<file path="config.mk">
export PLATFORM = sky130hd
export DESIGN_NAME = multicycle_control
export DESIGN_NICKNAME = d
export VERILOG_FILES = /design/src/rtl/multicycle_control.sv
export SDC_FILE = /design/constraint.sdc
export NUM_CORES = 1
export LEC_CHECK = 0
export BUFFER_PORTS_ARGS = -buffer_cell sky130_fd_sc_hd__buf_2
export CORE_AREA = 4 4 41 43
export CTS_CLUSTER_SIZE = 24
export DETAILED_ROUTE_END_ITERATION = 7
export DIE_AREA = 0 0 45 47
export MAX_ROUTING_LAYER = met4
export PLACE_DENSITY = 0.86
export RECOVER_POWER = 100
export SETUP_SLACK_MARGIN = 0.4
export SLEW_MARGIN = 20
export SYNTH_ARGS = -nofsm -noshare
export SYNTH_HDL_FRONTEND = slang
export SYNTH_SLANG_ARGS = --single-unit
</file>
<file path="constraint.sdc">
create_clock -name CLK -period 2.3 [get_ports CLK]
set_input_delay 0.23 -clock CLK [delete_from_list [all_inputs] [get_ports CLK]]
set_output_delay 0.23 -clock CLK [all_outputs]
set_load 0.03 [all_outputs]
</file>
<file path="src/rtl/multicycle_control.sv">
// Multicycle RISC-V controller: Moore FSM sequencing fetch, decode and the
// per-class execute/writeback steps, with combinational datapath controls.
// Ports:
//   CLK, RST          clock and synchronous active-high reset
//   op, funct3,       instruction fields Instr[6:0], Instr[14:12], Instr[30]
//   funct7_5
//   Zero              ALU zero flag
//   PCWrite, AdrSrc, MemWrite, IRWrite, ResultSrc, ALUSrcA, ALUSrcB,
//   ALUControl, ImmSrc, RegWrite   datapath controls
//   Retire            pulse in the last cycle of every instruction
//   State             current state encoding
module multicycle_control #(
  parameter int unsigned OP_WIDTH       = 7,
  parameter int unsigned FUNCT3_WIDTH   = 3,
  parameter int unsigned ALU_CTRL_WIDTH = 3,
  parameter int unsigned IMM_SRC_WIDTH  = 2
) (
  input  logic                      CLK,
  input  logic                      RST,
  input  logic [OP_WIDTH-1:0]       op,
  input  logic [FUNCT3_WIDTH-1:0]   funct3,
  input  logic                      funct7_5,
  input  logic                      Zero,
  output logic                      PCWrite,
  output logic                      AdrSrc,
  output logic                      MemWrite,
  output logic                      IRWrite,
  output logic [1:0]                ResultSrc,
  output logic [1:0]                ALUSrcA,
  output logic [1:0]                ALUSrcB,
  output logic [ALU_CTRL_WIDTH-1:0] ALUControl,
  output logic [IMM_SRC_WIDTH-1:0]  ImmSrc,
  output logic                      RegWrite,
  output logic                      Retire,
  output logic [3:0]                State
);

  typedef enum logic [3:0] {
    S_FETCH    = 4'd0,
    S_DECODE   = 4'd1,
    S_MEMADR   = 4'd2,
    S_MEMREAD  = 4'd3,
    S_MEMWB    = 4'd4,
    S_MEMWRITE = 4'd5,
    S_EXECR    = 4'd6,
    S_EXECI    = 4'd7,
    S_ALUWB    = 4'd8,
    S_BRANCH   = 4'd9,
    S_JAL      = 4'd10
  } state_t;

  typedef enum logic [1:0] {
    ALU_ADD   = 2'd0,
    ALU_SUB   = 2'd1,
    ALU_FUNCT = 2'd2
  } alu_op_t;

  localparam logic [OP_WIDTH-1:0] OP_LOAD   = OP_WIDTH'(7'b0000011);
  localparam logic [OP_WIDTH-1:0] OP_STORE  = OP_WIDTH'(7'b0100011);
  localparam logic [OP_WIDTH-1:0] OP_RTYPE  = OP_WIDTH'(7'b0110011);
  localparam logic [OP_WIDTH-1:0] OP_ITYPE  = OP_WIDTH'(7'b0010011);
  localparam logic [OP_WIDTH-1:0] OP_BRANCH = OP_WIDTH'(7'b1100011);
  localparam logic [OP_WIDTH-1:0] OP_JAL    = OP_WIDTH'(7'b1101111);

  state_t  state;
  state_t  state_next;
  alu_op_t alu_op;
  logic    op_supported;

  assign State = state;

  assign op_supported = (op == OP_LOAD) || (op == OP_STORE) || (op == OP_RTYPE) ||
                        (op == OP_ITYPE) || (op == OP_BRANCH) || (op == OP_JAL);

  // State register
  always_ff @(posedge CLK) begin
    if (RST) state <= S_FETCH;
    else     state <= state_next;
  end

  // Next-state logic; illegal encodings fall back to FETCH
  always_comb begin
    state_next = S_FETCH;
    case (state)
      S_FETCH:    state_next = S_DECODE;
      S_DECODE: begin
        if ((op == OP_LOAD) || (op == OP_STORE)) state_next = S_MEMADR;
        else if (op == OP_RTYPE)                 state_next = S_EXECR;
        else if (op == OP_ITYPE)                 state_next = S_EXECI;
        else if (op == OP_BRANCH)                state_next = S_BRANCH;
        else if (op == OP_JAL)                   state_next = S_JAL;
        else                                     state_next = S_FETCH;
      end
      S_MEMADR:   state_next = op[5] ? S_MEMWRITE : S_MEMREAD;
      S_MEMREAD:  state_next = S_MEMWB;
      S_EXECR,
      S_EXECI,
      S_JAL:      state_next = S_ALUWB;
      default:    state_next = S_FETCH;
    endcase
  end

  // Per-state datapath controls; write enables are squashed during reset
  always_comb begin
    PCWrite   = 1'b0;
    AdrSrc    = 1'b0;
    MemWrite  = 1'b0;
    IRWrite   = 1'b0;
    ResultSrc = 2'b00;
    ALUSrcA   = 2'b00;
    ALUSrcB   = 2'b00;
    alu_op    = ALU_ADD;
    RegWrite  = 1'b0;
    Retire    = 1'b0;
    case (state)
      S_FETCH: begin
        IRWrite   = 1'b1;
        ALUSrcB   = 2'b10;
        ResultSrc = 2'b10;
        PCWrite   = 1'b1;
      end
      S_DECODE: begin
        ALUSrcA = 2'b01;
        ALUSrcB = 2'b01;
        Retire  = ~op_supported;
      end
      S_MEMADR: begin
        ALUSrcA = 2'b10;
        ALUSrcB = 2'b01;
      end
      S_MEMREAD: AdrSrc = 1'b1;
      S_MEMWB: begin
        ResultSrc = 2'b01;
        RegWrite  = 1'b1;
        Retire    = 1'b1;
      end
      S_MEMWRITE: begin
        AdrSrc   = 1'b1;
        MemWrite = 1'b1;
        Retire   = 1'b1;
      end
      S_EXECR: begin
        ALUSrcA = 2'b10;
        alu_op  = ALU_FUNCT;
      end
      S_EXECI: begin
        ALUSrcA = 2'b10;
        ALUSrcB = 2'b01;
        alu_op  = ALU_FUNCT;
      end
      S_ALUWB: begin
        RegWrite = 1'b1;
        Retire   = 1'b1;
      end
      S_BRANCH: begin
        ALUSrcA = 2'b10;
        alu_op  = ALU_SUB;
        // funct3[0] inverts the sense so bne shares the beq path
        PCWrite = Zero ^ funct3[0];
        Retire  = 1'b1;
      end
      S_JAL: begin
        ALUSrcA = 2'b01;
        ALUSrcB = 2'b10;
        PCWrite = 1'b1;
      end
      default: ;
    endcase
    if (RST) begin
      PCWrite  = 1'b0;
      IRWrite  = 1'b0;
      RegWrite = 1'b0;
      MemWrite = 1'b0;
      Retire   = 1'b0;
    end
  end

  // ALU decoder; sub only for R-type (op[5]) so addi ignores Instr[30]
  always_comb begin
    ALUControl = ALU_CTRL_WIDTH'(3'b000);
    case (alu_op)
      ALU_SUB: ALUControl = ALU_CTRL_WIDTH'(3'b001);
      ALU_FUNCT: begin
        case (funct3)
          FUNCT3_WIDTH'(3'b000):
            ALUControl = (op[5] && funct7_5) ? ALU_CTRL_WIDTH'(3'b001) : ALU_CTRL_WIDTH'(3'b000);
          FUNCT3_WIDTH'(3'b010): ALUControl = ALU_CTRL_WIDTH'(3'b101);
          FUNCT3_WIDTH'(3'b110): ALUControl = ALU_CTRL_WIDTH'(3'b011);
          FUNCT3_WIDTH'(3'b111): ALUControl = ALU_CTRL_WIDTH'(3'b010);
          default:               ALUControl = ALU_CTRL_WIDTH'(3'b000);
        endcase
      end
      default: ALUControl = ALU_CTRL_WIDTH'(3'b000);
    endcase
  end

  // Immediate format follows the opcode in every state
  always_comb begin
    ImmSrc = IMM_SRC_WIDTH'(2'b00);
    if (op == OP_STORE)       ImmSrc = IMM_SRC_WIDTH'(2'b01);
    else if (op == OP_BRANCH) ImmSrc = IMM_SRC_WIDTH'(2'b10);
    else if (op == OP_JAL)    ImmSrc = IMM_SRC_WIDTH'(2'b11);
  end

endmodule

</file>
After elaboration in Yosys (flattened, before gate mapping)
Index checks and enable logic that the tools add are counted.
Widths: inputs -> output; s select.
{ "classes": {"n_eq_ne": 21, "muxes": 28, "n_bitwise": 2, "reduce_logical": 17} }
{ "ops": {"columns": ["operator", "n"], "rows": [
  ["$mux 4", 5],
  ["$pmux 4 s5", 1],
  ["$eq 4x3->1 const B", 4],
  ["$pmux 2 s2", 4],
  ["$eq 7x6->1 const B", 2],
  ["$eq 7x7->1 const B", 2],
  ["$eq 4x4->1 const B", 3],
  ["$pmux 3 s4", 1],
  ["$mux 1", 10],
  ["$reduce_or 2->1", 5],
  ["$eq 4x2->1 const B", 2],
  ["$reduce_or 4->1", 2],
  ["$eq 7x2->1 const B", 1],
  ["$eq 7x5->1 const B", 1],
  ["$eq 3x3->1 const B", 2],
  ["$mux 2", 3],
  ["$pmux 3 s2", 1],
  ["$reduce_or 3->1", 2],
  ["$logic_or 1x1->1", 5],
  ["$eq 4x1->1 const B", 1],
  ["$logic_not 4->1", 1],
  ["$pmux 1 s2", 2],
  ["$eq 3x2->1 const B", 1],
  ["$logic_not 3->1", 1],
  ["6 further kinds", 6]
]} }
{ "totals": {"register_bits": 4, "out_inout_bits": 21, "elab_cells": 69} }

Depth between registers and ports, before layout
Gate-level depths: netlist of the first run.
{ "logic_depth": {"ltp_word": 9, "ltp_mapped": 8, "depth_no_buf": 7} }

Least setup slack after synthesis of the first run
No wires, ideal clock.
{ "synth_timing": {"kind": "register to output", "start": "register state[1] (netlist: State[1])", "end": "output port ALUControl[1]", "t_arrival_ps": 2091, "required_time_ps": 2070, "path_slack_ps": -21, "stages_incl_launch_ff": 6, "cell_sequence": "dfxtp_1 buf_6 clkbuf_1 nand2_1 ha_1 nor3b_1"} }
{ "synth_via": {"elab_chain_len": 5} }
{ "synth_rtl": {"columns": ["item", "line", "rtl"], "rows": [
  ["start, declared", "65", "state_t state;"],
  ["start signal, assigned", "78", "else state <= state_next;"],
  ["$eq 4x3->1", "115", "case (state)"],
  ["$reduce_or 2->1 (no line)", null, null],
  ["$pmux 2 s2 (*)", "115", null],
  ["$eq 2x2->1 / $eq 2x1->1 (equally long branches)", "181", "case (alu_op)"],
  ["$pmux 3 s2 (*)", "181", null],
  ["end, declared", "31", "output logic [ALU_CTRL_WIDTH-1:0] ALUControl,"]
]} }
Mark *: on every way between the ends. The rest lies on a longest branch, timed or not.

Final worst setup path of the first run
{ "layout_timing": {"start": "register state[2] (netlist: State[2])", "end": "output port ALUSrcA[1]"} }
{ "layout_via": {"elab_chain_len": 3} }
{ "layout_rtl": {"columns": ["item", "line", "rtl"], "rows": [
  ["$eq 4x4->1 (tied with other cells)", "115", null],
  ["$reduce_or 4->1 (no line) / $reduce_or 2->1 (equally long branches)", null, null],
  ["$pmux 2 s2 (*)", "115", null],
  ["end, declared", "29", "output logic [1:0] ALUSrcA,"]
]} }
Marked as above.

==> results.sh, run 1 <==
export IMPL_numClockSinks=4
export IMPL_die_area_mm2=0.00212
export IMPL_drive_gt1_frac=0.365
export IMPL_post_place_cells=125
export IMPL_cts_tree="done"
export IMPL_cp_common_cell="clkbuf_1"
export IMPL_path_cells="clkbuf_1, nor2b_1, o21ai_0, clkbuf_1"
export IMPL_whs_ps=250
export IMPL_slew_headroom=0.698
export IMPL_seq_area_frac_synth=0.145
export IMPL_drtIter0Drc=23
export IMPL_core_area_mm2=0.00130
export IMPL_post_drt_wl_per_cell_um=14.9
export IMPL_synth_nets=95
export IMPL_clock_fmax_mhz=503
export IMPL_fin_worst_skew_ps=4.03
export IMPL_reg2reg_from="State[0]"
export IMPL_worst_path_stages=4
export IMPL_startpoint="State[2]"
export IMPL_wl_mm=1.94
export IMPL_wl_met2_mm=1.05
export IMPL_route_detailed_drc=0
export IMPL_wl_met3_um=186
export IMPL_p_sw_frac=0.362
export IMPL_dpl_cell_area_um2=773
export IMPL_dr_pass1_iters=4
export IMPL_antenna_found_initial=0
export IMPL_syn_avg_cell_area_um2=6.97
export IMPL_grt_max_degree=12
export IMPL_ys_types=32
export IMPL_layout_area_overhead_vs_synth_pct=53.9
export IMPL_port_buffers=34
export IMPL_tightest_slew_ps=453
export IMPL_setup_worst_path_end_class="output port"
export IMPL_cts_root_buf="clkbuf_4"
export IMPL_slew_viol_final=0
export IMPL_status="finished, final reports clean"
export IMPL_critical_path_top_delay_family="buffers and inverters"
export IMPL_die_w_um=45
export IMPL_antenna_left=0
export IMPL_wl_met1_um=654
export IMPL_numCtsBuffers=3
export IMPL_synth_edff_count=0
export IMPL_grt_pass1_wl_mm=2.84
export IMPL_synth_seq_cells=4
export IMPL_clk_pin_slew_worst_paths_ps=40
export IMPL_syn_area_um2=551
export IMPL_rsz0062_at_grt="yes"
export IMPL_highest_layer="met4"
export IMPL_rows=13
export IMPL_htreeDepth=1
export IMPL_stdcell_count=130
export IMPL_postCtsHoldBufs=0
export IMPL_hp_start="RST"
export IMPL_pre_cts_slack_ps=452
export IMPL_seqPwrFrac=0.290
export IMPL_critPathArrivalTime_ps=1760
export IMPL_path_max_fanout=9
export IMPL_setup_violations_final=0
export IMPL_p_clk_frac=0.327
export IMPL_finalWorstSetupSlack_ps=310
export IMPL_largest_reg_flops=4
export IMPL_insertion_delay_ps=230
export IMPL_post_route_period_util=0.865
export IMPL_netlist_top_cells_count="nor3_1, a21oi_1, nand2_1, nor2_1"
export IMPL_p_per_area_mw_per_mm2=301
export IMPL_ir_drop_mv=0.236
export IMPL_slowest_stage="dfxtp_1"
export IMPL_critPathKind="reg -> out"
export IMPL_ys_top_cells_by_area="dfxtp_1, nor3_1, xor2_1"
export IMPL_yosysMostFrequentCell="nor3_1"
export IMPL_async_flop_share=0
export IMPL_final_nets=133
export IMPL_synth_top_cell_by_area="dfxtp_1"
export IMPL_grt_pass1_vias=684
export IMPL_yosys_area_top_type_share=0.145
export IMPL_cts_buffer_depth=2
export IMPL_final_hold_violation_count=0
export IMPL_r2r_slack_ps=650
export IMPL_antenna_cells=0
export IMPL_syn_inst=79
export IMPL_max_cap_violations=0
export IMPL_p_int_mw=0.163
export IMPL_endpoint="ALUSrcA[1]"
export IMPL_yosysWarnings=0
export IMPL_min_path_type="in -> reg"
export IMPL_vias=762
export IMPL_critPathLaunchType="flop"
export IMPL_switching_power_mw=0.0924
export IMPL_place_hpwl_mm=1.43
export IMPL_grt_usage=0.190
export IMPL_reg2reg_depth=3
export IMPL_final_area_um2=847
export IMPL_grt_overflow_total=0
export IMPL_synth_main_ff_cell="dfxtp_1"
export IMPL_timing_rr_end="State[3]"
export IMPL_worst_path_buf_inv=2
export IMPL_io_pins=35
export IMPL_fp_dieH_um=47
export IMPL_pwr_share_comb=0.383
export IMPL_finalWeightedCongestion=0.908
export IMPL_required_ps=2070
export IMPL_initial_utilization=0.423
export IMPL_power_leakage_nw=0.325
export IMPL_tns_ps=0
export IMPL_min_period_ps=1990
export IMPL_cpPeakStageDelay_ps=430
export IMPL_drt_vias_per_instance=5.86
stage by stage:
step,util,power [mW]
3_5_place_dp,0.594,0.172
4_1_cts,0.632,0.255
6_report,0.651,0.255
2_1_floorplan,-,0.136
3_3_place_gp,0.594,0.169
5_1_grt,0.651,0.267
worst register-to-register path, delay by kind of cell (launching register included):
kind / cells / cell delay, ps
AO/OA/AOI/OAI: 1 / 150
AND/OR/NAND/NOR: 2 / 890
flip-flops: 1 / 540
cell type report:
cell class              instances  area (um^2)
multi-input cells              65          508
fillers                       125          454
repair buffers                 39          195
flip-flops and latches          4         87.6
clock buffers                   3         22.5
well taps                      15         18.8
inverters                       4         15.0
cell families after synthesis:
family,count (synthesis),synth area share
adder cells (fa/ha/maj),2,0.0454
XOR/XNOR,5,0.0796
AND/OR/NAND/NOR,41,0.448
flip-flops,4,0.145
buffers and inverters,10,0.0818
AO/OA/AOI/OAI,17,0.200
metal layers:
| layer | vias up | global-route usage |
|---|---|---|
| li1 | 363 | - |
| met1 | 344 | 0.196 |
| met2 | 46 | 0.353 |
| met3 | 9 | 0.0383 |
| met4 | 0 | 0.0702 |
| met5 | - | - |
power groups by stage:
stage / combinational (mW) / sequential [mW] / clock [mW]
after floorplan: 0.0592 / 0.0768 / 0
after global placement: 0.0927 / 0.0766 / 0
after detailed placement: 0.0953 / 0.0768 / 0
after CTS: 0.0965 / 0.0747 / 0.0842
after global routing: 0.105 / 0.0743 / 0.0883
final: 0.0979 / 0.0740 / 0.0835
cell usage in the layout, fill, tap and decap left out, types with 2 or more instances in the layout:
cell type,synthesis,routed
nor2b_4,0,2
dfxtp_1,4,2
o22ai_1,2,2
a21oi_1,5,4
dfxtp_4,0,2
xor2_1,3,3
and3b_1,2,2
nor3b_2,0,2
nand2b_1,4,3
clkbuf_4,0,3
nor2_2,0,2
buf_6,1,2
or3_1,2,2
nor3_1,8,7
o21ai_0,4,3
nand2_1,5,3
clkbuf_1,3,16
nand3b_1,3,3
buf_2,0,18
nand2_2,0,2
xnor2_1,2,2
buf_4,0,3
inv_1,4,3
nor2_1,5,3
how the worst min path moves through the flow:
stage	endpoint	slack, ps	depth (start not counted)
2_1_floorplan	State[3]	300	1
3_3_place_gp	State[3]	490	2
3_5_place_dp	State[3]	490	2
4_1_cts	State[3]	240	2
5_1_grt	State[3]	260	2
6_report	State[3]	250	2
what timing repair did:
action,4_1_cts,5_1_grt
resized for setup,10,13
endpoints found under the hold margin,0,0
pin swaps,2,1
setup endpoints to repair,3,3
buffers inserted,1,1
Note: power is estimated with default switching activity, not from simulation.
==> run 2: changes to the inputs <==
CORE_AREA = 2 2 39 41   (was 4 4 41 43)
DIE_AREA = 0 0 41 43   (was 0 0 45 47)
==> run 2 against run 1 <==
Against the previous run: non-clock buffer count increased by 6; count of clock-buffer cells in the layout is the same; first-iteration DRC count is 52% lower; sequential share of layout area fell by 0.087 points; utilization decreased by 0.72 points; combinational power shrank 2%; largest power group unchanged.
==> results.sh, run 2 (synthesized netlist as in run 1, its figures left out) <==
export IMPL_status="finished, final reports clean"
export IMPL_clock_fmax_mhz=502
export IMPL_cts_tree="done"
export IMPL_die_area_mm2=0.00176
export IMPL_fp_dieH_um=43
export IMPL_grt_usage=0.232
export IMPL_rsz0062_at_grt="yes"
export IMPL_min_period_ps=1990
export IMPL_slowest_stage="dfxtp_1"
export IMPL_final_cell_mix="buf_2, clkbuf_1, buf_4, nor3_1"
export IMPL_reg2reg_depth=4
export IMPL_cts_root_buf="clkbuf_4"
export IMPL_insertion_delay_ps=240
export IMPL_whs_ps=253
export IMPL_antenna_cells=0
export IMPL_cpPeakStageDelay_ps=480
export IMPL_ir_drop_mv=0.256
export IMPL_place_hpwl_mm=1.30
export IMPL_io_pins=35
export IMPL_fin_worst_skew_ps=6.88
export IMPL_setup_worst_path_end_class="output port"
export IMPL_tightest_slew_ps=381
export IMPL_clk_pin_slew_worst_paths_ps=40
export IMPL_post_drt_wl_per_cell_um=14.0
export IMPL_grt_pass1_wl_mm=2.80
export IMPL_hp_start="RST"
export IMPL_grt_overflow_total=0
export IMPL_fill_cells=135
export IMPL_slew_viol_final=0
export IMPL_r2r_slack_ps=570
export IMPL_die_w_um=41
export IMPL_final_hold_violation_count=0
export IMPL_wl_mm=1.92
export IMPL_numClockSinks=4
export IMPL_timing_rr_end="State[3]"
export IMPL_port_buffers=34
export IMPL_critPathLaunchType="flop"
export IMPL_cts_buffer_depth=2
export IMPL_tns_ps=0
export IMPL_reg2reg_from="State[2]"
export IMPL_worst_path_buf_inv=2
export IMPL_drt_vias_per_instance=5.72
export IMPL_layout_area_overhead_vs_synth_pct=61.8
export IMPL_hold_end="State[3]"
export IMPL_setup_violations_final=0
export IMPL_drive_gt1_frac=0.397
export IMPL_cp_common_cell="clkbuf_1"
export IMPL_grt_max_degree=16
export IMPL_dr_pass1_iters=4
export IMPL_largest_reg_flops=4
export IMPL_finalWeightedCongestion=0.844
export IMPL_path_max_fanout=8
export IMPL_htreeDepth=1
export IMPL_drtIter0Drc=11
export IMPL_path_cells="clkbuf_1, nor2_1, a211oi_4, clkbuf_1"
export IMPL_postCtsHoldBufs=0
export IMPL_antenna_left=0
export IMPL_p_per_area_mw_per_mm2=291
export IMPL_critPathArrivalTime_ps=1760
export IMPL_post_route_period_util=0.867
export IMPL_core_area_mm2=0.00138
export IMPL_grt_pass1_vias=711
export IMPL_vias=784
export IMPL_required_ps=2070
export IMPL_slew_headroom=0.747
export IMPL_rows=14
export IMPL_final_nets=139
export IMPL_worstHoldPathCells=2
export IMPL_power_mw=0.259
export IMPL_critical_path_top_delay_family="buffers and inverters"
export IMPL_max_cap_violations=0
export IMPL_antenna_found_initial=0
export IMPL_route_detailed_drc=0
export IMPL_power_leakage_nw=0.357
export IMPL_numCtsBuffers=3
export IMPL_critPathKind="reg -> out"
export IMPL_min_path_type="in -> reg"
export IMPL_initial_utilization=0.398
run 2: cell count changes in the layout (fill, tap and decap cells not counted), sizes merged:
cell | previous run | this run
clkbuf | 19 | 21
buf | 23 | 27
run 2: worst max path at each step:
stage / start / end / slack, ps / depth (start not counted)
after floorplan: State[3] / ALUControl[1] / 260 / 5
after global placement: State[3] / ALUControl[0] / 490 / 8
after detailed placement: State[3] / ALUControl[0] / 380 / 8
after CTS: State[2] / ALUControl[0] / 400 / 8
after global routing: State[2] / ALUControl[1] / 210 / 7
final: State[2] / ALUSrcB[0] / 310 / 4
run 2: power by group:
group | internal [mW] | leakage [nW] | switching [mW]
clock network | 0.0585 | 0.0138 | 0.0303
logic | 0.0351 | 0.309 | 0.0611
registers | 0.0691 | 0.0347 | 0.00528
total | 0.163 | 0.357 | 0.0966
run 2: what timing repair did:
action,4_1_cts,5_1_grt
cloned,0,0
hold endpoints to repair,0,0
buffers inserted,1,8
endpoints found under the setup margin,5,3
pin swaps,0,1
gates resized for setup,9,13
run 2: per-layer routing:
| layer | global-route usage | part of all wire | vias up |
|---|---|---|---|
| li1 | - | - | 370 |
| met1 | 0.242 | 0.35 | 377 |
| met2 | 0.394 | 0.57 | 37 |
| met3 | 0.0733 | 0.081 | 0 |
| met4 | 0.0667 | 0 | 0 |
| met5 | - | 0 | - |
run 2: cell type report:
type | count | area, um^2 | area share
Timing Repair Buffer | 45 | 235 | 0.264
Clock buffer | 3 | 22.5 | 0.0253
Inverter | 4 | 15.0 | 0.0169
Multi-Input combinational cell | 65 | 507 | 0.569
Sequential cell | 4 | 91.3 | 0.103
Tap cell | 16 | 20.0 | 0.0225
run 2: stage by stage:
step / utilization / std cells / cell area [um^2] / worst slack (ps)
2_1_floorplan: - / 79 / 593 / 260
6_report: 0.644 / 137 / 891 / 307
3_3_place_gp: 0.554 / 125 / 767 / 490
3_5_place_dp: 0.554 / 125 / 767 / 377
5_1_grt: 0.644 / 137 / 891 / 206
4_1_cts: 0.591 / 129 / 818 / 405
run 2: worst reg2reg max path, delay by kind of cell, from the launching register on:
| kind | cells | cell delay, ps |
|---|---|---|
| AOI/OAI and AO/OA | 1 | 170 |
| buffers and inverters | 1 | 180 |
| DFF | 1 | 390 |
| and+or+nand+nor | 2 | 900 |
==> run 3: changes to the inputs <==
CORE_AREA = not set   (was 2 2 39 41)
CORE_UTILIZATION = 23   (was not set)
DIE_AREA = not set   (was 0 0 41 43)
MAX_ROUTING_LAYER = not set   (was met4)
PLACE_DENSITY = 0.57   (was 0.86)
==> run 3 against run 2 <==
Against the previous run: flip-flop and latch count unchanged; first-iteration DRC count increased by 45%; register-to-register slack got worse by 220 ps; critical path type unchanged; largest power group unchanged.
==> results.sh, run 3 (synthesized netlist as in run 1, its figures left out) <==
export IMPL_path_max_fanout=5
export IMPL_clock_fmax_mhz=508
export IMPL_final_nets=138
export IMPL_initial_utilization=0.246
export IMPL_rsz0062_at_grt="yes"
export IMPL_dpl_cell_area_um2=782
export IMPL_setup_worst_path_end_class="output port"
export IMPL_post_place_cells=137
export IMPL_finalWorstSetupSlack_ps=333
export IMPL_layout_area_overhead_vs_synth_pct=57.7
export IMPL_grt_pass1_vias=627
export IMPL_cts_tree="done"
export IMPL_largest_reg_flops=4
export IMPL_ir_drop_mv=0.380
export IMPL_grt_max_degree=16
export IMPL_die_area_mm2=0.00259
export IMPL_whs_ps=246
export IMPL_grt_pass1_wl_mm=2.59
export IMPL_cts_root_buf="clkbuf_4"
export IMPL_insertion_delay_ps=230
export IMPL_critPathArrivalTime_ps=1740
export IMPL_p_per_area_mw_per_mm2=290
export IMPL_die_w_um=50.9
export IMPL_tns_ps=0
export IMPL_max_cap_violations=0
export IMPL_fin_worst_skew_ps=2.00
export IMPL_pre_cts_slack_ps=380
export IMPL_mostFrequentLayoutCell="clkbuf_1"
export IMPL_stdcell_count=148
export IMPL_core_area_mm2=0.00223
export IMPL_status="finished, final reports clean"
export IMPL_rows=17
export IMPL_post_route_period_util=0.855
export IMPL_reg2reg_depth=5
export IMPL_grt_overflow_total=0
export IMPL_min_period_ps=1970
export IMPL_critPathLaunchType="flop"
export IMPL_critPathKind="reg -> out"
export IMPL_antenna_found_initial=0
export IMPL_required_ps=2070
export IMPL_min_path_type="in -> reg"
export IMPL_worstHoldPathCells=2
export IMPL_final_core_util=0.389
export IMPL_vias=717
export IMPL_drt_vias_per_instance=4.84
export IMPL_fp_dieH_um=50.9
export IMPL_clk_pin_slew_worst_paths_ps=40
export IMPL_drive_gt1_frac=0.325
export IMPL_power_mw=0.252
export IMPL_final_cell_mix="clkbuf_1, buf_2, buf_4, nor3_1, nand2_1"
export IMPL_antenna_cells=0
export IMPL_power_leakage_nw=0.329
export IMPL_numCtsBuffers=3
export IMPL_place_hpwl_mm=1.24
export IMPL_finalWeightedCongestion=0.757
export IMPL_grt_usage=0.126
export IMPL_slew_headroom=0.737
export IMPL_wl_mm=1.71
export IMPL_io_pins=35
export IMPL_htreeDepth=1
export IMPL_route_detailed_drc=0
export IMPL_slew_viol_final=0
export IMPL_setup_violations_final=0
export IMPL_dr_pass1_iters=4
export IMPL_cts_buffer_depth=2
export IMPL_drtIter0Drc=16
export IMPL_port_buffers=34
export IMPL_final_area_um2=868
export IMPL_final_hold_violation_count=0
export IMPL_tightest_slew_ps=395
export IMPL_post_drt_wl_per_cell_um=11.6
export IMPL_antenna_left=0
export IMPL_numClockSinks=4
==> run 3: final timing paths <==
path	startpoint	to	slack [ps]
worst max register to register	State[1]	State[3]	350
worst min register to register	State[0]	State[0]	530
worst min-delay path	RST	State[3]	250
worst max-delay path	State[1]	PCWrite	330
==> run 3: per-layer routing <==
metal	up-vias	part of all wire	track usage
met2	30	0.46	0.213
met1	318	0.46	0.169
li1	369	-	-
met4	0	0	0.0139
met3	0	0.079	0.0238
met5	-	0	0
==> run 3: what timing repair did <==
action / in CTS / in global routing
resized for setup: 8 / 7
hold buffers: 0 / 0
endpoints found under the hold margin: 0 / 0
setup buffers: 1 / 7
endpoints found under the setup margin: 4 / 2
==> run 3: cell type report <==
| type | instances | area (um^2) |
|---|---|---|
| Clock buffer | 3 | 22.5 |
| Fill cell | 270 | 1370 |
| Inverter | 4 | 15.0 |
| Multi-Input combinational cell | 65 | 489 |
| Sequential cell | 4 | 91.3 |
| Tap cell | 28 | 35.0 |
| Timing Repair Buffer | 44 | 215 |
==> run 3: worst max-delay path, cell delays in order, from the launching register on <==
cell and delay (ps):
dfxtp_1 410, clkbuf_1 280, xor2_1 120, o32a_1 310
nor2_2 80, clkbuf_1 310
==> run 3: power breakdown <==
group / switching [mW] / internal (mW) / total [mW] / leakage [nW]
sequential: 0.00490 / 0.0692 / 0.0741 / 0.0347
combinational: 0.0594 / 0.0347 / 0.0941 / 0.281
clock: 0.0252 / 0.0581 / 0.0833 / 0.0138
